File: src/rtl/pixel_write_arbiter.sv
// Round-robin arbiter that shares the VGA adapter pixel port among NUM_REQ requesters.
// Define PXARB_FILL_EN to build the rectangle fill engine (fill ports are inert otherwise).
module pixel_write_arbiter #(
   parameter int NUM_REQ = 4,
   parameter int X_MAX   = 159,
   parameter int Y_MAX   = 119
) (
   input  logic                   clk,
   input  logic                   resetn,
   input  logic [NUM_REQ-1:0]     req,
   input  logic [8*NUM_REQ-1:0]   req_x,
   input  logic [7*NUM_REQ-1:0]   req_y,
   input  logic [3*NUM_REQ-1:0]   req_colour,
   output logic [NUM_REQ-1:0]     gnt,
   input  logic                   fill_start,
   input  logic [7:0]             fill_x0,
   input  logic [7:0]             fill_x1,
   input  logic [6:0]             fill_y0,
   input  logic [6:0]             fill_y1,
   input  logic [2:0]             fill_colour,
   output logic                   fill_busy,
   output logic                   fill_done,
   output logic [7:0]             x_out,
   output logic [6:0]             y_out,
   output logic [2:0]             colour,
   output logic                   plot
);

   localparam int         PTR_W = (NUM_REQ > 1) ? $clog2(NUM_REQ) : 1;
   localparam int         IDX_W = PTR_W + 1;
   localparam logic [7:0] X_LIM = 8'(X_MAX);
   localparam logic [6:0] Y_LIM = 7'(Y_MAX);

   typedef enum logic {IDLE, FILL} state_t;

   state_t             state_q, state_d;
   logic               arb_en;
   logic [PTR_W-1:0]   ptr_q, sel;
   logic               found, gnt_ok;
   logic               fill_req, fill_degen, fill_last, fill_go;
   logic               nxt_vld;
   logic [7:0]         nxt_x, pix_x;
   logic [6:0]         nxt_y, pix_y;
   logic [2:0]         nxt_col, pix_col;
   logic               pix_take;

   logic [7:0] rx [NUM_REQ];
   logic [6:0] ry [NUM_REQ];
   logic [2:0] rc [NUM_REQ];

   for (genvar g = 0; g < NUM_REQ; g++) begin : g_unpack
      assign rx[g] = req_x[8*g +: 8];
      assign ry[g] = req_y[7*g +: 7];
      assign rc[g] = req_colour[3*g +: 3];
   end

   function automatic logic on_screen(input logic [7:0] x, input logic [6:0] y);
      return (x <= X_LIM) && (y <= Y_LIM);
   endfunction

   // Arbitration is held off for one cycle after reset release so grants never
   // race the deassertion edge; it also forces gnt low the instant reset asserts.
   always_ff @(posedge clk or negedge resetn) begin
      // NOTE: sequential state uses non-blocking assignments so every flop samples
      // pre-edge values regardless of statement order.
      if (!resetn) arb_en <= 1'b0;
      else         arb_en <= 1'b1;
   end

   always_comb begin : p_rr_search
      logic [IDX_W-1:0] idx;
      // NOTE: every combinational output gets a default first so no path leaves it
      // unassigned, which would otherwise infer a latch.
      idx   = '0;
      found = 1'b0;
      sel   = '0;
      for (int k = 0; k < NUM_REQ; k++) begin
         idx = {1'b0, ptr_q} + IDX_W'(k);
         if (idx >= IDX_W'(NUM_REQ)) idx = idx - IDX_W'(NUM_REQ);
         if (!found && req[idx[PTR_W-1:0]]) begin
            found = 1'b1;
            sel   = idx[PTR_W-1:0];
         end
      end
   end

   always_comb begin : p_fsm_next
      state_d = state_q;
      fill_go = 1'b0;
      case (state_q)
         IDLE: begin
            if (fill_req) begin
               fill_go = 1'b1;
               if (!fill_degen) state_d = FILL;
            end
         end
         FILL:    if (fill_last) state_d = IDLE;
         default: state_d = IDLE;
      endcase
   end

   always_ff @(posedge clk or negedge resetn) begin
      if (!resetn) state_q <= IDLE;
      else         state_q <= state_d;
   end

   // A fill request owns the output slot of the following cycle, so it wins ties.
   assign gnt_ok = arb_en && (state_q == IDLE) && !fill_go && found;
   assign gnt    = gnt_ok ? (NUM_REQ'(1) << sel) : '0;

`ifdef PXARB_FILL_EN
   logic [7:0] fx0_q, fx1_q, cur_x;
   logic [6:0] fy1_q, cur_y;
   logic [2:0] fcol_q;

   assign fill_req   = fill_start;
   assign fill_degen = (fill_x0 > fill_x1) || (fill_y0 > fill_y1);
   assign fill_last  = (cur_x == fx1_q) && (cur_y == fy1_q);

   // cur_x/cur_y track the fill pixel currently on the output port.
   always_comb begin : p_fill_next
      nxt_vld = 1'b0;
      nxt_x   = cur_x;
      nxt_y   = cur_y;
      nxt_col = fcol_q;
      if ((state_q == IDLE) && fill_go && !fill_degen) begin
         nxt_vld = 1'b1;
         nxt_x   = fill_x0;
         nxt_y   = fill_y0;
         nxt_col = fill_colour;
      end else if ((state_q == FILL) && !fill_last) begin
         nxt_vld = 1'b1;
         if (cur_x == fx1_q) begin
            nxt_x = fx0_q;
            nxt_y = cur_y + 7'd1;
         end else begin
            nxt_x = cur_x + 8'd1;
         end
      end
   end

   always_ff @(posedge clk or negedge resetn) begin
      if (!resetn) begin
         fx0_q     <= '0;
         fx1_q     <= '0;
         fy1_q     <= '0;
         fcol_q    <= '0;
         cur_x     <= '0;
         cur_y     <= '0;
         fill_busy <= 1'b0;
         fill_done <= 1'b0;
      end else begin
         if (fill_go && !fill_degen) begin
            fx0_q  <= fill_x0;
            fx1_q  <= fill_x1;
            fy1_q  <= fill_y1;
            fcol_q <= fill_colour;
         end
         if (nxt_vld) begin
            cur_x <= nxt_x;
            cur_y <= nxt_y;
         end
         fill_busy <= nxt_vld;
         fill_done <= (fill_go && fill_degen) || ((state_q == FILL) && fill_last);
      end
   end
`else
   logic unused_fill;

   assign fill_req    = 1'b0;
   assign fill_degen  = 1'b0;
   assign fill_last   = 1'b0;
   assign nxt_vld     = 1'b0;
   assign nxt_x       = '0;
   assign nxt_y       = '0;
   assign nxt_col     = '0;
   assign fill_busy   = 1'b0;
   assign fill_done   = 1'b0;
   assign unused_fill = ^{fill_start, fill_x0, fill_x1, fill_y0, fill_y1, fill_colour};
`endif

   always_comb begin : p_pix_mux
      pix_take = nxt_vld;
      pix_x    = nxt_x;
      pix_y    = nxt_y;
      pix_col  = nxt_col;
      if (!nxt_vld) begin
         pix_take = gnt_ok;
         pix_x    = rx[sel];
         pix_y    = ry[sel];
         pix_col  = rc[sel];
      end
   end

   // Off-screen pixels are consumed but never plotted; the port holds its last value.
   always_ff @(posedge clk or negedge resetn) begin
      if (!resetn) begin
         ptr_q  <= '0;
         x_out  <= '0;
         y_out  <= '0;
         colour <= '0;
         plot   <= 1'b0;
      end else begin
         plot <= 1'b0;
         if (gnt_ok) ptr_q <= (sel == PTR_W'(NUM_REQ - 1)) ? '0 : sel + PTR_W'(1);
         if (pix_take && on_screen(pix_x, pix_y)) begin
            plot   <= 1'b1;
            x_out  <= pix_x;
            y_out  <= pix_y;
            colour <= pix_col;
         end
      end
   end

endmodule
File: config.mk
export PLATFORM = sky130hd
export DESIGN_NAME = pixel_write_arbiter
export DESIGN_NICKNAME = d
export VERILOG_FILES = /design/src/rtl/pixel_write_arbiter.sv
export SDC_FILE = /design/constraint.sdc
export NUM_CORES = 1
export LEC_CHECK = 0
export CORE_UTILIZATION = 30
export DETAILED_ROUTE_END_ITERATION = 16
export GPL_ROUTABILITY_DRIVEN = 0
export PLACE_DENSITY = 0.74
export SLEW_MARGIN = 20
export SYNTH_ARGS = -nofsm -noshare
export SYNTH_HDL_FRONTEND = slang
export SYNTH_SLANG_ARGS = --single-unit
File: constraint.sdc
create_clock -name clk -period 4.09 [get_ports clk]
set_input_delay 0.818 -clock clk [delete_from_list [all_inputs] [get_ports clk]]
set_output_delay 0.818 -clock clk [all_outputs]
set_load 0.01 [all_outputs]
; ---- Word level (Yosys, flattened, before mapping)
; Index checks and enable logic that the tools add are counted.
[classes]
n_bitwise = 2
shift = 1
addsub = 8
order_cmp = 11
mux = 33
n_eq_ne = 1
n_reduce_logical = 10
[ops]
columns = operator, n
row1 = 2-bit 2-to-1 mux, 9
row2 = 8-bit binary-select mux with 2-bit select, 1
row3 = 8-bit 2-to-1 mux, 2
row4 = 7-bit binary-select mux with 2-bit select, 1
row5 = 7-bit 2-to-1 mux, 2
row6 = 3-bit >= comparator (second input constant), 4
row7 = 2-bit by 3-bit < comparator with 1-bit output (second input constant), 4
row8 = 1-bit 2-to-1 mux, 9
row9 = 1-bit binary-select mux with 2-bit select, 4
row10 = 8-bit <= comparator (second input constant), 1
row11 = 2-bit by 1-bit subtractor with 2-bit output (second input constant), 4
row12 = 7-bit <= comparator (second input constant), 1
row13 = 1-bit logical AND, 7
row14 = 2-bit by 2-bit adder with 3-bit output (second input constant), 2
row15 = 3-bit binary-select mux with 2-bit select, 1
row16 = 3-bit 2-to-1 mux, 2
row17 = 4-bit 2-to-1 mux, 1
row18 = 1-bit by 2-bit << shifter with 4-bit output (first input constant), 1
row19 = 2-bit by 1-bit adder with 3-bit output (second input constant), 1
row20 = 2-bit by 3-bit >= comparator with 1-bit output (second input constant), 1
row21 = 1-bit logical NOT, 3
row22 = 2-bit NOT with 3-bit output, 1
row23 = 2-bit by 1-bit adder with 2-bit output (second input constant), 1
row24 = 2-bit == test (second input constant), 1
row25 = 2 further kinds, 2
[word_totals]
output_inout_bits = 25
input_bits = 112
elab_cells = 73
ff_bits = 23

; ---- Logic depth before layout (Yosys ltp)
; Gate-level depths: netlist (run 1).
[logic_depth]
word_depth = 22
mapped_depth = 10

; ---- Worst setup path before layout (run 1)
; No wires, ideal clock.
[synth_timing]
path_type = input-to-output
startpoint = input req[0]
endpoint = output gnt[2]
n_path_buf = 3
slack_ns = 0.887
required_ns = 3.272
path_stages = 8
t_arrival_ns = 2.385
cell_sequence = and2_1 a22o_4 nor2_4 buf_6 clkbuf_1 clkbuf_1 ha_1 and2_1
[synth_via]
elab_chain_cells = 14
elab_cells_between_ends = 25
classes_between = shift: 1 / mux: 17 / reduce/logical: 7
[synth_lines]
columns = element, line
row1 = start: declaration, 10  ; input logic [NUM_REQ-1:0] req,
row2 = 1-bit binary-select mux with 2-bit select, 80  ; if (!found && req[idx[PTR_W-1:0]]) begin
row3 = 1-bit 2-to-1 mux (implied by the code), 80
row4 = 1-bit 2-to-1 mux, 80
row5 = 1-bit logical NOT, 80
row6 = 1-bit logical AND, 80
row7 = 1-bit 2-to-1 mux, 80
row8 = 1-bit logical NOT, 80
row9 = 1-bit logical AND, 80
row10 = 1-bit 2-to-1 mux, 80
row11 = 1-bit logical NOT, 80
row12 = 1-bit logical AND, 80
row13 = 2-bit 2-to-1 mux or 1-bit 2-to-1 mux (tied branches), 80
row14 = 1-bit by 2-bit << shifter with 4-bit output or 1-bit logical AND (tied branches), "109, 108"
row15 = 4-bit 2-to-1 mux (*), 109  ; assign gnt = gnt_ok ? (NUM_REQ'(1) << sel) : '0;
row16 = end: declaration, 14  ; output logic [NUM_REQ-1:0] gnt,
; Mark *: on every way between the ends. The rest lies on a longest branch, timed or not. The select of a mux whose other input is x is not followed.

; ---- Worst setup path after layout (run 1)
[layout_timing]
startpoint = input req[3]
endpoint = output gnt[0]
; Same word-level chain as after synthesis.

==> results.tsv, run 1 <==
stage	metric	value	unit
clock_tree	TritonCTS Sinks	22	
clock_tree	CTS H-tree depth	1	
timing	RSZ-0062 raised after global routing	false	
power	Tot Pwr	1.56	mW
min_path	min-delay src	y_out[3]	
worst_setup_path	worst r2r src	ptr_q[1]	
clock_tree	clk buf depth	2	
global_route	initial antenna violation count	0	
run_status	outcome	finished, final reports clean	
clock_tree	Worst-path clk slew	80	ps
detailed_routing	Routed wire per std cell	13.5	um
floorplanning	Rows	27	
floorplanning	Initial Util	31.2	%
worst_setup_path	Worst setup EP type	primary output	
floorplanning	die span in y	77.7	um
timing	endpoints failing setup	0	
worst_setup_path	R2R depth	9	
worst_setup_path	CP Max Fanout	9	
global_route	largest net degree at the start of global routing	23	
place	Port Buffers	100	
synthesis	Mapped Cells	193	
worst_setup_path	Setup CP Type	in -> out	
floorplanning	Die Width	77.7	um
timing	final hold vios	0	
clock_tree	worst-skew pair later-pin latency	260	ps
detailed_routing	post-route ant nets	0	
power	switching power	0.573	mW
finish	fraction of layout cells with a size suffix above 1	12.2	%
power	power share of the combinational group	62.3	%
timing	Max Clock Skew	2.56	ps
clock_tree	Clk Tree Root Cell	clkbuf_8	
power	Internal	0.990	mW
power	Max rail drop VDD	256	uV
timing	fin crit period	3810	ps
clock_tree	number of CTS-inserted buffers	3	
global_route	number of global-route vias before repair	1750	
timing	Fmax	262	MHz
detailed_routing	vias	1768	
synthesis	dominant synthesized flop cell	dfrtp_1	
min_path	cell depth of the worst hold path	1	
detailed_routing	DRC viols	0	
worst_setup_path	Worst EP arrival	2990	ps
synthesis	sequential area share after synthesis	32.0	%
power	Clock power frac	13.0	%
power	Leak	1.21	nW
finish	final cell utilization of the core	51.7	%
floorplanning	Core Region	5510	sq um
timing	Final Cycle Share	93.2	%
timing	Hold Slack	503	ps
worst_setup_path	CP Data Required Time	3270	ps
floorplanning	io pins	137	
place	DP Wirelength	3.86	mm
power	Sw Share	36.7	%
detailed_routing	initial drt markers	40	
synthesis	synthesis warning total	0	
detailed_routing	Pre-Repair DR Iteration Count	5	
detailed_routing	Post-Route WL	4.93	mm
synthesis	Synth cell types	43	
min_path	worst hold-check path type	reg -> reg	
finish	n_diodes	0	
power	PD cells	549	nW/um^2
clock_tree	post-cts sizing count	0	
synthesis	Syn Std Cell Area	1720	sq um
global_route	first-pass GRT wire length	8.06	mm
global_route	gr usage total	16.8	%
power	Seq pwr share	24.7	%
clock_tree	Post-CTS Setup Inserts	0	
synthesis	fraction of registers with async set/reset	100	%
worst_setup_path	Crit. Startpoint	req[3]	
clock_tree	Hold-fix buffers, CTS	0	
timing	total negative setup slack	0	ps
clock_tree	CTS tree	built	
flow_run	max cap viols	0	
global_route	GRT overflow	0	
finish	Final #Nets	411	
timing	Final Worst Setup Slack	278	ps
synthesis	syn_area_per_cell	8.91	sq um
synthesis	FF+latch count, synth	22	
synthesis	number of synthesized flops with an enable pin	0	
detailed_routing	Vias per Instance	4.83	
finish	Layout area overhead	65.5	%
worst_setup_path	CP Launch Type	input pin	
place	Place WS	283	ps
floorplanning	Die Area	6040	sq um
timing	Slew Limit Fails	0	
==> cell families (layout without fill, tap and decap cells) <==
logic type,count (synthesis),in the layout,synth area share (%)
simple gates,84,84,24.0
fa+ha+maj,4,4,2.91
other cells,2,3,0.437
buf+inv,17,117,6.62
mux,26,26,16.8
compound gates,38,38,17.2
flops,22,22,32.0
==> registers in the layout, summed over array words and instances (netlist names) <==
| register | cells |
|---|---|
| x_out | 8 |
| colour | 3 |
| arb_en | 1 |
| plot | 1 |
| ptr_q | 2 |
| y_out | 7 |
==> path summary, 6_finish.rpt <==
kind                                 end  slack [ps]
min in group asynchronous       y_out[4]         510
worst min register to register  y_out[3]         500
worst min-delay path            y_out[3]         500
worst max-delay path              gnt[0]         280
max in group asynchronous       y_out[0]        3250
worst max register to register  x_out[3]        1290
==> cells in the final DEF (no fill, tap or decap), drive strengths merged, types with 2 or more instances in the layout <==
cell type	count
a21oi	4
nand3b	2
dfrtp	22
nand2	49
and3	12
a31oi	11
ha	4
nor2	9
inv	5
clkbuf	3
and2	5
conb	3
o21a	4
a21o	2
o2bb2ai	2
o21ai	2
mux2	11
clkdlybuf4s50	99
o22a	3
mux2i	15
buf	9
nand2b	2
a211oi	4
==> layer usage <==
layer  GRT usage, %  share of wire [%]  vias up
met3           4.12                8.8        2
li1               -                  -      878
met5              0                  0        -
met1           19.8                 41      816
met4           3.96               0.45        0
met2           30.5                 50       72
==> per-stage QoR <==
step	cells	instance area [sq um]
2_1_floorplan	194	1720
3_3_place_gp	362	2780
3_5_place_dp	362	2780
4_1_cts	366	2850
5_1_grt	366	2850
6_report	366	2850
==> final cells by class <==
cell class / instances / area (sq um)
clock buffer: 3 / 41.3
tap: 72 / 90.1
timing repair buffer: 108 / 1060
fill: 554 / 2660
inverter: 5 / 18.8
sequential: 22 / 551
clock inverter: 1 / 30.0
multi-input combinational: 155 / 1060
==> cell usage after synthesis, types with 4 or more instances <==
master    count  area (sq um)
ha_1          4          50.1
a211oi_1      4          30.0
a21oi_1       4          20.0
mux2_2        7          78.8
and3_1       12          75.1
mux2_4        4          60.1
a31oi_1      11          68.8
nand2_1      49           184
dfrtp_1      22           551
clkbuf_1      6          22.5
nor2_1        7          26.3
and2_1        5          31.3
inv_1         5          18.8
mux2i_1      15           150
==> critical path, stage by stage <==
cell and delay (ps):
clkdlybuf4s50_1 620, nor2b_2 100, a22o_4 260, nor2_4 190
inv_1 180, ha_1 210, and2_1 140, clkdlybuf4s50_1 470
==> power by group through the flow <==
stage               clock (mW)  sequential (mW)  combinational, mW
global route             0.216            0.402               1.06
CTS                      0.209            0.388              0.989
finish                   0.203            0.386              0.974
floorplan                    0            0.425              0.559
global placement             0            0.387              0.973
detailed placement           0            0.389              0.987
Note: power is estimated with default switching activity, not from simulation.
==> run 2, diff against run 1 <==
--- a/config.mk
+++ b/config.mk
@@ -5,10 +5,12 @@
 export SDC_FILE = /design/constraint.sdc
 export NUM_CORES = 1
 export LEC_CHECK = 0
-export CORE_UTILIZATION = 30
+export CELL_PAD_IN_SITES_DETAIL_PLACEMENT = 1
+export CELL_PAD_IN_SITES_GLOBAL_PLACEMENT = 1
+export CORE_UTILIZATION = 24
 export DETAILED_ROUTE_END_ITERATION = 16
 export GPL_ROUTABILITY_DRIVEN = 0
-export PLACE_DENSITY = 0.74
+export PLACE_DENSITY_LB_ADDON = 0.1
 export SLEW_MARGIN = 20
 export SYNTH_ARGS = -nofsm -noshare
 export SYNTH_HDL_FRONTEND = slang
==> run 2 against run 1 <==
Net effect: largest cell class unchanged; worst setup slack got worse by 54 ps; sequential power barely moved; register-to-register slack got worse by 60 ps; clock-buffer cell count did not move; wire length rose by 11%; combinational power barely moved; first-iteration DRC count fell by 15%; final cell count rose by 6.0%; sequential cell count did not move; die area rose by 24%.
==> results.tsv, run 2 (same netlist as run 1, synthesis figures left out) <==
stage	metric	value	unit	change
power	Max rail drop VDD	218	uV	was 256 uV
power	Clock power frac	13.0	%	about the same
min_path	Hold Crit Endpoint	y_out[3]		unchanged
power	switching power	0.585	mW	was 0.573 mW
worst_setup_path	r2r setup slk	1230	ps	was 1290 ps
power	power share of the combinational group	62.3	%	about the same
detailed_routing	Pre-Repair DR Iteration Count	4		was 5
run_status	outcome	finished, final reports clean		unchanged
clock_tree	Clk Tree Root Cell	clkbuf_8		unchanged
finish	Top reg by flops	x_out		unchanged
detailed_routing	vias	1739		was 1768
timing	Slew Limit Headroom	64.5	%	
detailed_routing	initial drt markers	34		was 40
min_path	worst hold-check path type	reg -> reg		unchanged
timing	Slew Limit Fails	0		unchanged
place	Place WS	209	ps	was 283 ps
place	Port Buffers	100		unchanged
global_route	GRT overflow	0		unchanged
worst_setup_path	Setup CP Type	in -> out		unchanged
floorplanning	Rows	30		was 27
timing	Fmax	259	MHz	was 262 MHz
timing	Final Worst Setup Slack	224	ps	was 278 ps
timing	endpoints failing setup	0		unchanged
finish	Final #Nets	409		was 411
power	Internal	0.980	mW	was 0.990 mW
timing	Final Cycle Share	94.5	%	was 93.2%
detailed_routing	Routed wire per std cell	14.0	um	was 13.5 um
floorplanning	Core Region	6870	sq um	was 5510 sq um
clock_tree	post-cts sizing count	0		unchanged
detailed_routing	DRC viols	0		unchanged
finish	commonest non-fill, non-tap cells in the layout	99 x clkdlybuf4s50_1, 49 x nand2_1, 22 x dfrtp_1, 15 x mux2i_1, 12 x and3_1		unchanged
global_route	largest net degree at the start of global routing	23		unchanged
floorplanning	Initial Util	25.0	%	was 31.2%
floorplanning	Die Area	7510	sq um	was 6040 sq um
min_path	min-delay src	y_out[3]		unchanged
finish	most common cell after layout, fill and taps aside	clkdlybuf4s50_1		unchanged
worst_setup_path	worst r2r src	ptr_q[1]		unchanged
worst_setup_path	CP Data Required Time	3270	ps	about the same
power	Tot Pwr	1.57	mW	was 1.56 mW
global_route	first-pass GRT wire length	8.88	mm	was 8.06 mm
worst_setup_path	CP Launch Type	input pin		unchanged
finish	n_diodes	0		unchanged
power	PD cells	547	nW/um^2	was 549 nW/um^2
clock_tree	CTS H-tree depth	1		unchanged
worst_setup_path	R2R depth	9		unchanged
finish	max FFs per register	8		unchanged
timing	worst slew pin tran	532	ps	
worst_setup_path	Worst setup EP type	primary output		unchanged
detailed_routing	post-route ant nets	0		unchanged
timing	fin crit period	3870	ps	was 3810 ps
clock_tree	Hold-fix buffers, CTS	0		unchanged
min_path	cell depth of the worst hold path	1		unchanged
timing	Max Clock Skew	8.52	ps	was 2.56 ps
worst_setup_path	Worst EP arrival	3050	ps	was 2990 ps
floorplanning	Die Width	86.6	um	was 77.7 um
timing	RSZ-0062 raised after global routing	false		unchanged
place	dpl cells	384		was 362
power	Seq pwr share	24.6	%	was 24.7%
clock_tree	worst-skew pair later-pin latency	270	ps	was 260 ps
power	Sw Share	37.4	%	was 36.7%
finish	fraction of layout cells with a size suffix above 1	11.6	%	was 12.2%
timing	final hold vios	0		unchanged
global_route	gr usage total	15.1	%	was 16.8%
finish	largest registers	x_out (8), y_out (7), colour (3)		unchanged
floorplanning	io pins	137		unchanged
global_route	number of global-route vias before repair	1828		was 1750
timing	total negative setup slack	0	ps	unchanged
clock_tree	Worst-path clk slew	90	ps	was 80 ps
worst_setup_path	reg-to-reg critical path endpoint	x_out[2]		was x_out[3]
clock_tree	CTS tree	built		unchanged
power	Leak	1.20	nW	was 1.21 nW
finish	Layout Cells excl Fill	388		was 366
floorplanning	die span in y	86.6	um	was 77.7 um
flow_run	max cap viols	0		unchanged
worst_setup_path	CP Max Fanout	8		was 9
clock_tree	number of CTS-inserted buffers	3		unchanged
finish	Layout area overhead	66.4	%	was 65.5%
clock_tree	TritonCTS Sinks	22		unchanged
detailed_routing	Post-Route WL	5.45	mm	was 4.93 mm
detailed_routing	Vias per Instance	4.48		was 4.83
place	DP Wirelength	4.35	mm	was 3.86 mm
clock_tree	Post-CTS Setup Inserts	0		unchanged
global_route	initial antenna violation count	0		unchanged
clock_tree	clk buf depth	2		unchanged
-- run 2: cell count changes in the layout (fill, tap and decap cells not counted) --
cell,delta
buf_4,-2
-- run 2: layout make-up --
cell class / instances / area [sq um]
clock buffers: 3 / 41.3
clock inverters: 1 / 30.0
fillers: 821 / 4010
inverters: 5 / 18.8
multi-input cells: 155 / 1060
flip-flops and latches: 22 / 551
well taps: 96 / 120
repair buffers: 106 / 1040
-- run 2: routing by layer --
metal | wire [um] | global-route usage [%] | part of all wire (%)
met1 | 2440 | 18.9 | 45
met2 | 2540 | 25.8 | 47
met3 | 429 | 4.10 | 7.9
met4 | 38 | 3.64 | 0.70
met5 | 0 | 0 | 0
-- run 2: power groups by stage --
stage          Combinational [mW]  Clock, mW  Sequential (mW)
2_1_floorplan               0.559          0            0.425
3_5_place_dp                0.996          0            0.393
3_3_place_gp                0.982          0            0.391
6_report                    0.975      0.204            0.386
5_1_grt                      1.07      0.222            0.401
4_1_cts                     0.999      0.211            0.389
-- run 2: how the worst max path moves through the flow --
stage / slack (ps) / end / depth (start not counted) / from
after floorplan: 890 / gnt[2] / 8 / req[0]
after global placement: 200 / gnt[1] / 8 / req[3]
after detailed placement: 210 / gnt[1] / 8 / req[3]
after CTS: 200 / gnt[1] / 8 / req[3]
after global routing: 80 / gnt[1] / 8 / req[3]
final: 220 / gnt[1] / 8 / req[0]
-- run 2: critical path, stage by stage --
cell	delay, ps
clkdlybuf4s50_1	530
and2_1	210
a22o_4	240
nor2_4	240
inv_1	190
ha_1	210
and2_1	130
clkdlybuf4s50_1	480
-- run 2: stage by stage --
step	hold slack (ps)	utilization, %	cell area, sq um
2_1_floorplan	495	-	1720
3_3_place_gp	482	40.7	2790
3_5_place_dp	481	40.7	2790
4_1_cts	504	41.7	2870
5_1_grt	524	41.6	2860
6_report	500	41.6	2860
==> run 3, diff against run 2 <==
--- a/config.mk
+++ b/config.mk
@@ -7,7 +7,7 @@
 export LEC_CHECK = 0
 export CELL_PAD_IN_SITES_DETAIL_PLACEMENT = 1
 export CELL_PAD_IN_SITES_GLOBAL_PLACEMENT = 1
-export CORE_UTILIZATION = 24
+export CORE_UTILIZATION = 22
 export DETAILED_ROUTE_END_ITERATION = 16
 export GPL_ROUTABILITY_DRIVEN = 0
 export PLACE_DENSITY_LB_ADDON = 0.1
==> constraint.sdc (replaced) <==
create_clock -name clk -period 4.4 [get_ports clk]
set_input_delay 0.88 -clock clk [delete_from_list [all_inputs] [get_ports clk]]
set_output_delay 0.88 -clock clk [all_outputs]
set_load 0.01 [all_outputs]
==> run 3 against run 2 <==
Net effect: clock-buffer cell count unchanged; sequential power decreased by 7.0%; combinational power decreased by 6.5%; via count increased by 0.63%; worst hold slack got worse by 1.4 ps; core utilization decreased by 2.7 points; clock skew decreased by 6.0 ps; critical path depth unchanged; highest routed layer unchanged; worst setup slack improved by 220 ps; clock power decreased by 4%; final cell count increased by 1.3%; critical path type unchanged.
==> results.tsv, run 3 (same netlist as run 1, synthesis figures left out) <==
stage	metric	value	unit	change
run_status	outcome	finished, final reports clean		unchanged
timing	total negative setup slack	0	ps	unchanged
worst_setup_path	Largest stage delay, worst path	540	ps	was 530 ps
detailed_routing	vias	1750		was 1739
finish	fill count	878		was 821
place	DP Wirelength	4.51	mm	was 4.35 mm
worst_setup_path	CP Max Fanout	11		was 8
timing	final hold vios	0		unchanged
floorplanning	Initial Util	23.2	%	was 25.0%
worst_setup_path	Worst setup EP type	primary output		unchanged
timing	Fmax	253	MHz	
min_path	worst hold-check path type	reg -> reg		unchanged
global_route	number of global-route vias before repair	1903		was 1828
floorplanning	die span in y	90.4	um	was 86.6 um
finish	Top reg by flops	x_out		unchanged
clock_tree	clk buf depth	2		unchanged
timing	Final Cycle Share	89.8	%	
worst_setup_path	Buf+Inv Stages, Crit Path	3		unchanged
clock_tree	CTS H-tree depth	1		unchanged
worst_setup_path	Setup CP Type	in -> out		unchanged
clock_tree	Worst-path clk slew	90	ps	about the same
power	PD cells	508	nW/um^2	was 547 nW/um^2
power	Max rail drop VDD	176	uV	was 218 uV
worst_setup_path	CP Data Required Time	3520	ps	was 3270 ps
clock_tree	TritonCTS Sinks	22		unchanged
finish	max FFs per register	8		unchanged
timing	Max Clock Skew	2.50	ps	was 8.52 ps
clock_tree	Post-CTS Setup Inserts	0		unchanged
clock_tree	Hold-fix buffers, CTS	0		unchanged
floorplanning	Die Width	90.4	um	was 86.6 um
floorplanning	Rows	31		was 30
finish	largest registers	x_out (8), y_out (7), colour (3)		unchanged
worst_setup_path	worst path cell trace	clkdlybuf4s50_1 > and2_1 > a22o_4 > nor2_4 > inv_1 > ha_1 > and2_1 > clkdlybuf4s50_1		unchanged
finish	n_diodes	0		unchanged
global_route	gr usage total	14.2	%	was 15.1%
power	Leak	1.21	nW	was 1.20 nW
detailed_routing	initial drt markers	17		was 34
finish	Final #Nets	411		was 409
clock_tree	post-cts sizing count	0		unchanged
detailed_routing	Vias per Instance	4.45		was 4.48
worst_setup_path	Crit-path slowest cell	clkdlybuf4s50_1		unchanged
global_route	initial antenna violation count	0		unchanged
detailed_routing	Pre-Repair DR Iteration Count	4		unchanged
finish	area occupied by multi-input gates	1060	sq um	unchanged
timing	Slew Limit Fails	0		unchanged
clock_tree	Clk Tree Root Cell	clkbuf_8		unchanged
global_route	first-pass GRT wire length	9.40	mm	was 8.88 mm
finish	fraction of layout cells with a size suffix above 1	11.9	%	was 11.6%
timing	fin crit period	3950	ps	
finish	Storage cell area	551	sq um	unchanged
detailed_routing	Post-Route WL	5.65	mm	was 5.45 mm
clock_tree	number of CTS-inserted buffers	3		unchanged
worst_setup_path	CP Launch Type	input pin		unchanged
clock_tree	worst-skew pair later-pin latency	270	ps	about the same
place	Port Buffers	100		unchanged
finish	commonest non-fill, non-tap cells in the layout	100 x clkdlybuf4s50_1, 49 x nand2_1, 22 x dfrtp_1, 15 x mux2i_1, 12 x and3_1		was 99 x clkdlybuf4s50_1, 49 x nand2_1, 22 x dfrtp_1, 15 x mux2i_1, 12 x and3_1
timing	endpoints failing setup	0		unchanged
detailed_routing	Routed wire per std cell	14.4	um	was 14.0 um
finish	Layout area overhead	67.8	%	was 66.4%
finish	most common cell after layout, fill and taps aside	clkdlybuf4s50_1		unchanged
timing	RSZ-0062 raised after global routing	false		unchanged
floorplanning	Die Area	8170	sq um	was 7510 sq um
worst_setup_path	cell family with most CP delay	buffers and inverters		unchanged
worst_setup_path	Worst EP arrival	3070	ps	was 3050 ps
place	Place WS	427	ps	was 209 ps
floorplanning	Core Region	7410	sq um	was 6870 sq um
floorplanning	io pins	137		unchanged
global_route	largest net degree at the start of global routing	23		unchanged
flow_run	max cap viols	0		unchanged
timing	Final Worst Setup Slack	448	ps	was 224 ps
global_route	GRT overflow	0		unchanged
detailed_routing	DRC viols	0		unchanged
detailed_routing	post-route ant nets	0		unchanged
clock_tree	CTS tree	built		unchanged
## run 3: cell count changes in the layout (fill, tap and decap cells not counted), sizes merged
| cell | previous run | this run |
|---|---|---|
| buf | 7 | 8 |
| clkdlybuf4s50 | 99 | 100 |
## run 3: per-stage QoR
step | instances | hold slack, ps | total power [mW] | utilization, % | area, sq um
after floorplan | 194 | 495 | 0.915 | - | 1720
after global placement | 389 | 474 | 1.29 | 38.0 | 2810
after detailed placement | 389 | 480 | 1.30 | 38.0 | 2810
after CTS | 393 | 506 | 1.50 | 38.9 | 2880
after global routing | 393 | 523 | 1.60 | 38.9 | 2880
final | 393 | 498 | 1.47 | 38.9 | 2880
## run 3: power by group
group | leakage (nW) | internal [mW] | switching, mW
Sequential | 0.258 | 0.299 | 0.0598
Combinational | 0.920 | 0.497 | 0.415
Clock | 0.0357 | 0.122 | 0.0732
## run 3: per-layer routing
layer	vias up	share of wire (%)	GRT usage (%)
met3	4	8.0	4.46
met4	0	0.62	2.42
li1	875	-	-
met1	808	45	18.0
met2	63	46	23.9
met5	-	0	0
## run 3: area by class of cell
cell class,instances,area share [%]
clock inverters,1,1.04
inverters,5,0.651
flip-flops and latches,22,19.1
clock buffers,3,1.43
repair buffers,108,36.8
well taps,99,4.30
multi-input cells,155,36.7
## run 3: worst paths after layout
kind                       startpoint        to  slack (ps)  cells after the start
setup / recovery               req[0]    gnt[1]         450                      8
hold / removal               y_out[4]  y_out[4]         500                      1
setup reg to reg             ptr_q[1]  x_out[0]        1520                      9
hold reg to reg              y_out[4]  y_out[4]         500                      1
max in group asynchronous      resetn  y_out[4]        3180                      2
min in group asynchronous      resetn  ptr_q[0]         970                      2
